File: config.mk
export PLATFORM = sky130hd
export DESIGN_NAME = fetch_ctrl
export DESIGN_NICKNAME = d
export VERILOG_FILES = /design/src/rtl/fetch_pkg.sv /design/src/rtl/fetch_out_reg.sv /design/src/rtl/fetch_ctrl.sv
export SDC_FILE = /design/constraint.sdc
export NUM_CORES = 1
export LEC_CHECK = 0
export BUFFER_PORTS_ARGS = -buffer_cell sky130_fd_sc_hd__buf_2
export CAP_MARGIN = 20
export CELL_PAD_IN_SITES_DETAIL_PLACEMENT = 1
export CELL_PAD_IN_SITES_GLOBAL_PLACEMENT = 1
export CORE_ASPECT_RATIO = 1.5
export CORE_MARGIN = 1
export CORE_UTILIZATION = 25
export DETAILED_ROUTE_END_ITERATION = 10
export PLACE_DENSITY_LB_ADDON = 0.1
export SYNTH_ARGS = -nofsm -noshare
export SYNTH_HDL_FRONTEND = slang
export SYNTH_HIERARCHICAL = 1
export SYNTH_SLANG_ARGS = --single-unit
export TNS_END_PERCENT = 5
File: constraint.sdc
create_clock -name clk -period 4.75 [get_ports clk]
set_input_delay 0 -clock clk [delete_from_list [all_inputs] [get_ports clk]]
set_output_delay 0 -clock clk [all_outputs]
set_load 0.02 [all_outputs]
File: src/rtl/fetch_pkg.sv
// Shared types and constants for the instruction fetch sequencer.
package fetch_pkg;

  typedef enum logic [1:0] {
    FS_IDLE = 2'd0,
    FS_RUN  = 2'd1,
    FS_HALT = 2'd2
  } fetch_state_e;

  localparam logic [31:0] PC_STEP = 32'd4;
  localparam int unsigned COUNT_W = 16;

  // A PC may be fetched only when word-aligned and inside the populated ROM.
  function automatic logic pc_fetchable(input logic [31:0] pc, input int unsigned depth);
    return (pc[1:0] == 2'b00) && ({2'b00, pc[31:2]} < depth);
  endfunction

endpackage

File: src/rtl/fetch_out_reg.sv
// Valid/ready output register holding one fetched {pc, inst} pair for decode.
module fetch_out_reg (
  input  logic        clk_i,
  input  logic        rst_ni,
  input  logic        load_i,
  input  logic        flush_i,
  input  logic        ready_i,
  input  logic [31:0] pc_i,
  input  logic [31:0] inst_i,
  output logic        valid_o,
  output logic [31:0] pc_o,
  output logic [31:0] inst_o
);

  logic        valid_q, valid_d;
  logic [31:0] pc_q, pc_d;
  logic [31:0] inst_q, inst_d;

  // Flush wins over load; a load replaces the entry even while it is being accepted.
  always_comb begin
    valid_d = valid_q;
    pc_d    = pc_q;
    inst_d  = inst_q;
    if (flush_i) begin
      valid_d = 1'b0;
    end else if (load_i) begin
      valid_d = 1'b1;
      pc_d    = pc_i;
      inst_d  = inst_i;
    end else if (valid_q && ready_i) begin
      valid_d = 1'b0;
    end
  end

  // Output stage storage.
  always_ff @(posedge clk_i or negedge rst_ni) begin
    if (!rst_ni) begin
      valid_q <= 1'b0;
      pc_q    <= '0;
      inst_q  <= '0;
    end else begin
      valid_q <= valid_d;
      pc_q    <= pc_d;
      inst_q  <= inst_d;
    end
  end

  assign valid_o = valid_q;
  assign pc_o    = pc_q;
  assign inst_o  = inst_q;

endmodule

File: src/rtl/fetch_ctrl.sv
// Instruction fetch sequencer: owns the PC, addresses the ROM, registers fetches
// for decode, applies execute redirects and halts on an unfetchable PC.
module fetch_ctrl
  import fetch_pkg::*;
#(
  parameter int unsigned ADDR_W    = 5,
  parameter int unsigned ROM_DEPTH = 20,
  parameter logic [31:0] RESET_PC  = 32'h0000_0000
) (
  input  logic               clk,
  input  logic               resetn,
  input  logic               fetch_en,
  output logic [ADDR_W-1:0]  rom_addr,
  input  logic [31:0]        rom_inst,
  input  logic               redirect_valid,
  input  logic [31:0]        redirect_pc,
  output logic               out_valid,
  input  logic               out_ready,
  output logic [31:0]        out_inst,
  output logic [31:0]        out_pc,
  output logic               halted,
  output logic [COUNT_W-1:0] fetch_count
);

  fetch_state_e        state_q, state_d;
  logic [31:0]         pc_q, pc_d;
  logic [COUNT_W-1:0]  count_q, count_d;
  logic                load;
  logic                flush;
  logic                slot_free;
  logic                accept;

  assign slot_free = !out_valid || out_ready;
  assign accept    = out_valid && out_ready;

  // Next state / PC: redirect first, then fetch attempt when the output slot frees.
  always_comb begin
    state_d = state_q;
    pc_d    = pc_q;
    load    = 1'b0;
    flush   = 1'b0;
    case (state_q)
      FS_IDLE: begin
        if (fetch_en) state_d = FS_RUN;
      end
      FS_RUN: begin
        if (redirect_valid) begin
          pc_d  = redirect_pc;
          flush = 1'b1;
        end else if (fetch_en && slot_free) begin
          if (pc_fetchable(pc_q, ROM_DEPTH)) begin
            load = 1'b1;
            pc_d = pc_q + PC_STEP;
          end else begin
            state_d = FS_HALT;
          end
        end
      end
      FS_HALT: begin
        state_d = FS_HALT;
      end
      default: begin
        state_d = FS_IDLE;
      end
    endcase
  end

  // Saturating count of handshakes with decode, including one coinciding with a flush.
  always_comb begin
    count_d = count_q;
    if (accept && (count_q != '1)) count_d = count_q + 1'b1;
  end

  // State, PC and counter registers.
  always_ff @(posedge clk or negedge resetn) begin
    if (!resetn) begin
      state_q <= FS_IDLE;
      pc_q    <= RESET_PC;
      count_q <= '0;
    end else begin
      state_q <= state_d;
      pc_q    <= pc_d;
      count_q <= count_d;
    end
  end

  fetch_out_reg u_out_reg (
    .clk_i   (clk),
    .rst_ni  (resetn),
    .load_i  (load),
    .flush_i (flush),
    .ready_i (out_ready),
    .pc_i    (pc_q),
    .inst_i  (rom_inst),
    .valid_o (out_valid),
    .pc_o    (out_pc),
    .inst_o  (out_inst)
  );

  assign rom_addr    = pc_q[ADDR_W+1:2];
  assign halted      = (state_q == FS_HALT);
  assign fetch_count = count_q;

endmodule
Word-level counts from Yosys, hierarchy flattened. Index checks and enable logic that the tools add are counted.

Add/sub/neg operators: 2. Order comparisons: 1. Eq/ne operators: 7. Mux-type cells: 17. Bitwise logic cells: 1. Reductions and logical operators: 14.

Operators with widths (number): $mux 32 (3); $add 32x3->32 const B (1); $lt 30x5->1 const B (1); $add 16x1->16 const B (1); $ne 16x16->1 const B (1); $mux 1 (9); $mux 2 (4); $ne 2x2->1 const B (4); $pmux 2 s3 (1); $logic_and 1x1->1 (4); $logic_not 2->1 (2); $reduce_and 4->1 (1); $reduce_bool 2->1 (2); $reduce_and 3->1 (1); $reduce_bool 3->1 (1); $eq 2x1->1 const B (1); $eq 2x2->1 const B (1); $reduce_and 2->1 (1); $logic_not 1->1 (1); $logic_or 1x1->1 (1); $not 1->1 (1).

Register bits: 115. Input bits: 69. Output and inout port bits: 87. Logic and storage cells: 48.

Logic depth before layout (Yosys ltp).
Depth in word-level cells: 8. Mapped depth: 11. Mapped depth without buffers: 8.

Modules after synthesis. The synthesis kept the hierarchy.

By module, submodules not included: fetch_out_reg (instances 1, cells each 140, area each 2741.4 sq um, seq. area each 1626.6 sq um); fetch_ctrl (instances 1, cells each 279, area each 2698.8 sq um, seq. area each 1251.2 sq um).

Worst setup path after synthesis. Ideal clock, no wire load.

Path kind: reg-to-reg. From: register state_q[1]. To: register u_out_reg.inst_q[0], in the netlist u_out_reg/inst_o[0]. Setup time: 0.125 ns. Arrival: 2.319 ns. Required time: 4.625 ns. Path slack: 2.306 ns. Cell stages (with the launch flop): 12. Buffers on the path: 3. Period minus slack after synthesis: 2.444 ns. Cells stage by stage: dfrtp_1 > inv_1 > ha_1 > buf_4 > nor4b_2 > nand4_2 > or2_1 > nor3_1 > nor2b_4 > buf_12 > buf_12 > mux2_4.

Elaborated cells between the ends (all ways): 5. Classes of those cells: eq/ne (1); mux (2); bitwise (1); reduce/logical (1).

RTL lines: start: declaration (line fetch_ctrl.sv:25) `fetch_state_e state_q, state_d;`; start signal: assignment (line fetch_ctrl.sv:81) `state_q <= state_d;`; $eq 2x1->1 (line fetch_ctrl.sv:42) `case (state_q)`; $mux 1 (line fetch_ctrl.sv:42); net load (line fetch_ctrl.sv:28) `logic load;`; $reduce_and 2->1 (no source line); end signal: assignment (line fetch_out_reg.sv:44) `inst_q <= inst_d;`; end: declaration (line fetch_out_reg.sv:17) `logic [31:0] inst_q, inst_d;`.

The timed path passes the listed nets, and every way through them passes these cells. A chain may end at the register's enable or synchronous reset.

Worst setup path in the final report.
From: register state_q[1]. To: register u_out_reg.inst_q[18], in the netlist u_out_reg/inst_o[18].

Same word-level chain as after synthesis.

==> flow_summary.json <==
{
  "outcome": "complete, no violations",
  "antennaDiodeCount": 0,
  "setup_slack_ns": 1.52,
  "die_area_um2": 22400,
  "grt_pass1_vias": 4536,
  "postCtsResizedCells": 0,
  "fin_crit_sh": 0.679,
  "critPathMaxFanout": 37,
  "whs_endpoint": "pc_q[17]$_DFFE_PN0P_",
  "timing.slew.headroom": 0.436,
  "rsz0062_at_grt": "no",
  "start_util": 0.256,
  "insertion_delay_ns": 0.42,
  "globalRoute.totalOverflow": 0,
  "final_cell_area_um2": 7630,
  "placed_area_um2": 6370,
  "utilization": 0.360,
  "synth-main-ff-cell": "dfrtp_1",
  "drc": 0,
  "peakVddDrop_uv": 235,
  "p_sw_mw": 0.957,
  "antenna_found_initial": 0,
  "worstMarginPinSlew_ns": 0.846,
  "post-cts-setup-buffers": 0,
  "cts_tree": "built",
  "worstHoldPathCells": 3,
  "worstReg2RegEnd": "u_out_reg/inst_o[18]$_DFFE_PN0P_",
  "fin_setup_tns_ns": 0,
  "sw_frac_of_total": 0.301,
  "min_from": "redirect_pc[17]",
  "clkTransAtPathRegs_ns": 0.06,
  "routabilityCongestion": 0.720,
  "cp_top_family": "simple AND/OR/NAND/NOR gates",
  "clock_path_buffers": 2,
  "fin_nets": 714,
  "routed-via-count": 4139,
  "ys_ff_latch": 115,
  "yosysSeqAreaShare": 0.529,
  "maxSlewViolCount": 0,
  "synthArstFlopShare": 1.00,
  "min_path_type": "in -> reg",
  "critPathRequiredTime_ns": 5.05,
  "area_growth_pct": 40.3,
  "wl_per_cell_um": 17.6,
  "ys_warn_count": 6,
  "drive_above_1_share": 0.424,
  "crit_buf_inv": 2,
  "ctsRootBufferMaster": "clkbuf_16",
  "seq_area_um2": 2880,
  "viasPerCell": 4.49,
  "cp-end-kind": "flop",
  "track_usage": 0.153,
  "worstPathArrival_ns": 3.52,
  "drtIter0Drc": 122,
  "cp-start-kind": "flop",
  "dp_hpwl_um": 11100,
  "setup_viol": 0,
  "post-place-ws_ns": 1.54,
  "firstDrtPassIters": 4,
  "crit_chain": "inv_1, ha_1, nor4b_2, nand4_2, or2_1, nor3_1, nor2b_4, buf_4, mux2_4",
  "multiInputGateArea_um2": 2290,
  "power_leakage_nw": 3.88,
  "htree_levels": 4,
  "synth_edf_count": 0,
  "timing.fmax_mhz": 310,
  "sequentialPowerShare": 0.403,
  "p_comb_frac": 0.160,
  "hold_viol_final": 0,
  "grt_pass1_wl_um": 25600,
  "io_pins": 156,
  "p_per_area_nw_per_um2": 417,
  "skew_ns": 0.00842,
  "cts_made_buffers": 17,
  "internal_power_mw": 2.22,
  "max_stage_delay_ns": 0.60,
  "synthesis.nets": 493,
  "wl_um": 16200,
  "syn_avg_cell_area_um2": 13.0,
  "portBuffers": 155,
  "die_h_um": 183,
  "r2r_start": "state_q[1]$_DFFE_PN0P_",
  "syn_area_um2": 5440,
  "postSynthCellCount": 419,
  "power.share.clock": 0.437,
  "core-area_um2": 21200,
  "fillCellCount": 2346,
  "dieWidth_um": 122,
  "crit_slowest_cell": "buf_4",
  "fin_crit_ns": 3.23,
  "rows": 65,
  "grt_max_degree": 62,
  "synth.distinct_cells": 54,
  "cap_viol_max_count": 0,
  "worstSetupPathType": "reg -> reg",
  "ant_nets": 0,
  "rrSetupSlack_ns": 1.52,
  "clock_sinks": 115,
  "r2r_cells": 9
}
[power by group through the flow]
stage	clock [mW]	sequential, mW	combinational (mW)
final	1.39	1.28	0.510
after global routing	1.48	1.31	0.576
after CTS	1.43	1.29	0.525
after detailed placement	0	1.31	0.482
after global placement	0	1.30	0.466
after floorplan	0	1.24	0.331
[layout by cell type (no fill, tap or decap), types with 11 or more instances in the layout]
cell type | netlist | final
mux2_4 | 62 | 62
nand2_1 | 53 | 53
nor3_1 | 15 | 15
inv_1 | 13 | 13
dlygate4sd3_1 | 0 | 63
nor2_1 | 11 | 11
xor2_1 | 13 | 13
dfrtp_1 | 115 | 115
buf_2 | 4 | 154
clkbuf_16 | 0 | 17
[logic make-up (layout without fill, tap and decap cells)]
| family | count (synthesis) | count (layout) | share of synthesized area |
|---|---|---|---|
| fa+ha+maj | 5 | 5 | 0.0115 |
| compound gates | 43 | 43 | 0.0554 |
| mux | 72 | 72 | 0.192 |
| xor+xnor | 14 | 14 | 0.0225 |
| buf+inv | 35 | 269 | 0.0501 |
| simple gates | 135 | 135 | 0.140 |
| flops | 115 | 115 | 0.529 |
[Yosys cell counts (7+ instances only)]
library cell	instances	area, µm²
xor2_1	13	114
nor4_1	7	43.8
nand3_1	9	45.0
nand4_1	8	50.1
a21oi_1	7	35.0
nand2_1	53	199
nor2_1	11	41.3
mux2_2	10	113
inv_1	13	48.8
o21ai_0	10	50.1
buf_12	7	140
dfrtp_1	115	2880
mux2_4	62	931
nor3_1	15	75.1
[worst max-delay path by stage]
stage / start / endpoint / slack, ns / cells after the start
after floorplan: state_q[1]$_DFFE_PN0P_ / u_out_reg/inst_o[0]$_DFFE_PN0P_ / 2.31 / 11
after detailed placement: state_q[1]$_DFFE_PN0P_ / u_out_reg/inst_o[3]$_DFFE_PN0P_ / 1.54 / 9
final: state_q[1]$_DFFE_PN0P_ / u_out_reg/inst_o[18]$_DFFE_PN0P_ / 1.52 / 9
after CTS: state_q[1]$_DFFE_PN0P_ / u_out_reg/inst_o[18]$_DFFE_PN0P_ / 1.49 / 9
after global routing: state_q[1]$_DFFE_PN0P_ / u_out_reg/inst_o[17]$_DFFE_PN0P_ / 1.28 / 9
after global placement: state_q[1]$_DFFE_PN0P_ / u_out_reg/pc_o[3]$_DFFE_PN0P_ / 1.67 / 9
[metrics by stage]
stage | power [mW] | std cells | hold slack, ns
floorplan | 1.57 | 419 | -0.296
CTS | 3.24 | 921 | 0.0115
finish | 3.18 | 921 | 0.0238
detailed placement | 1.79 | 826 | 0.159
global placement | 1.77 | 826 | 0.159
global route | 3.36 | 921 | 0.0485
[worst reg2reg max path, cell delays in order, from the launching register on]
cell     delay [ns]
dfrtp_1        0.40
inv_1          0.09
ha_1           0.34
nor4b_2        0.30
nand4_2        0.23
or2_1          0.30
nor3_1         0.23
nor2b_4        0.24
buf_4          0.60
mux2_4         0.38
[metal layers]
metal  GRT usage  vias to the layer above  routed length [µm]
li1            -                     1926                   -
met1       0.176                     2085                6580
met2       0.270                      112                8590
met3      0.0366                       16                 710
met4      0.0556                        0                 303
met5           0                        -                   0
[registers in the layout, summed over array words and instances (netlist names)]
| signal | count |
|---|---|
| fetch_count | 16 |
| pc_q | 32 |
| state_q | 2 |
| u_out_reg/inst_o | 32 |
| u_out_reg/pc_o | 32 |
| u_out_reg/valid_o | 1 |
[layout make-up]
| class | count | share of cell area |
|---|---|---|
| Tap cell | 268 | 0.0439 |
| Sequential cell | 115 | 0.377 |
| Clock inverter | 14 | 0.0264 |
| Inverter | 14 | 0.00689 |
| Clock buffer | 18 | 0.0562 |
| Multi-Input combinational cell | 269 | 0.300 |
| Timing Repair Buffer | 223 | 0.190 |
[timing repair]
action                                  4_1_cts  5_1_grt
hold buffers                                 63        0
endpoints found under the setup margin        0        0
endpoints found under the hold margin       122        0
Power figures use the tool's default switching activity.
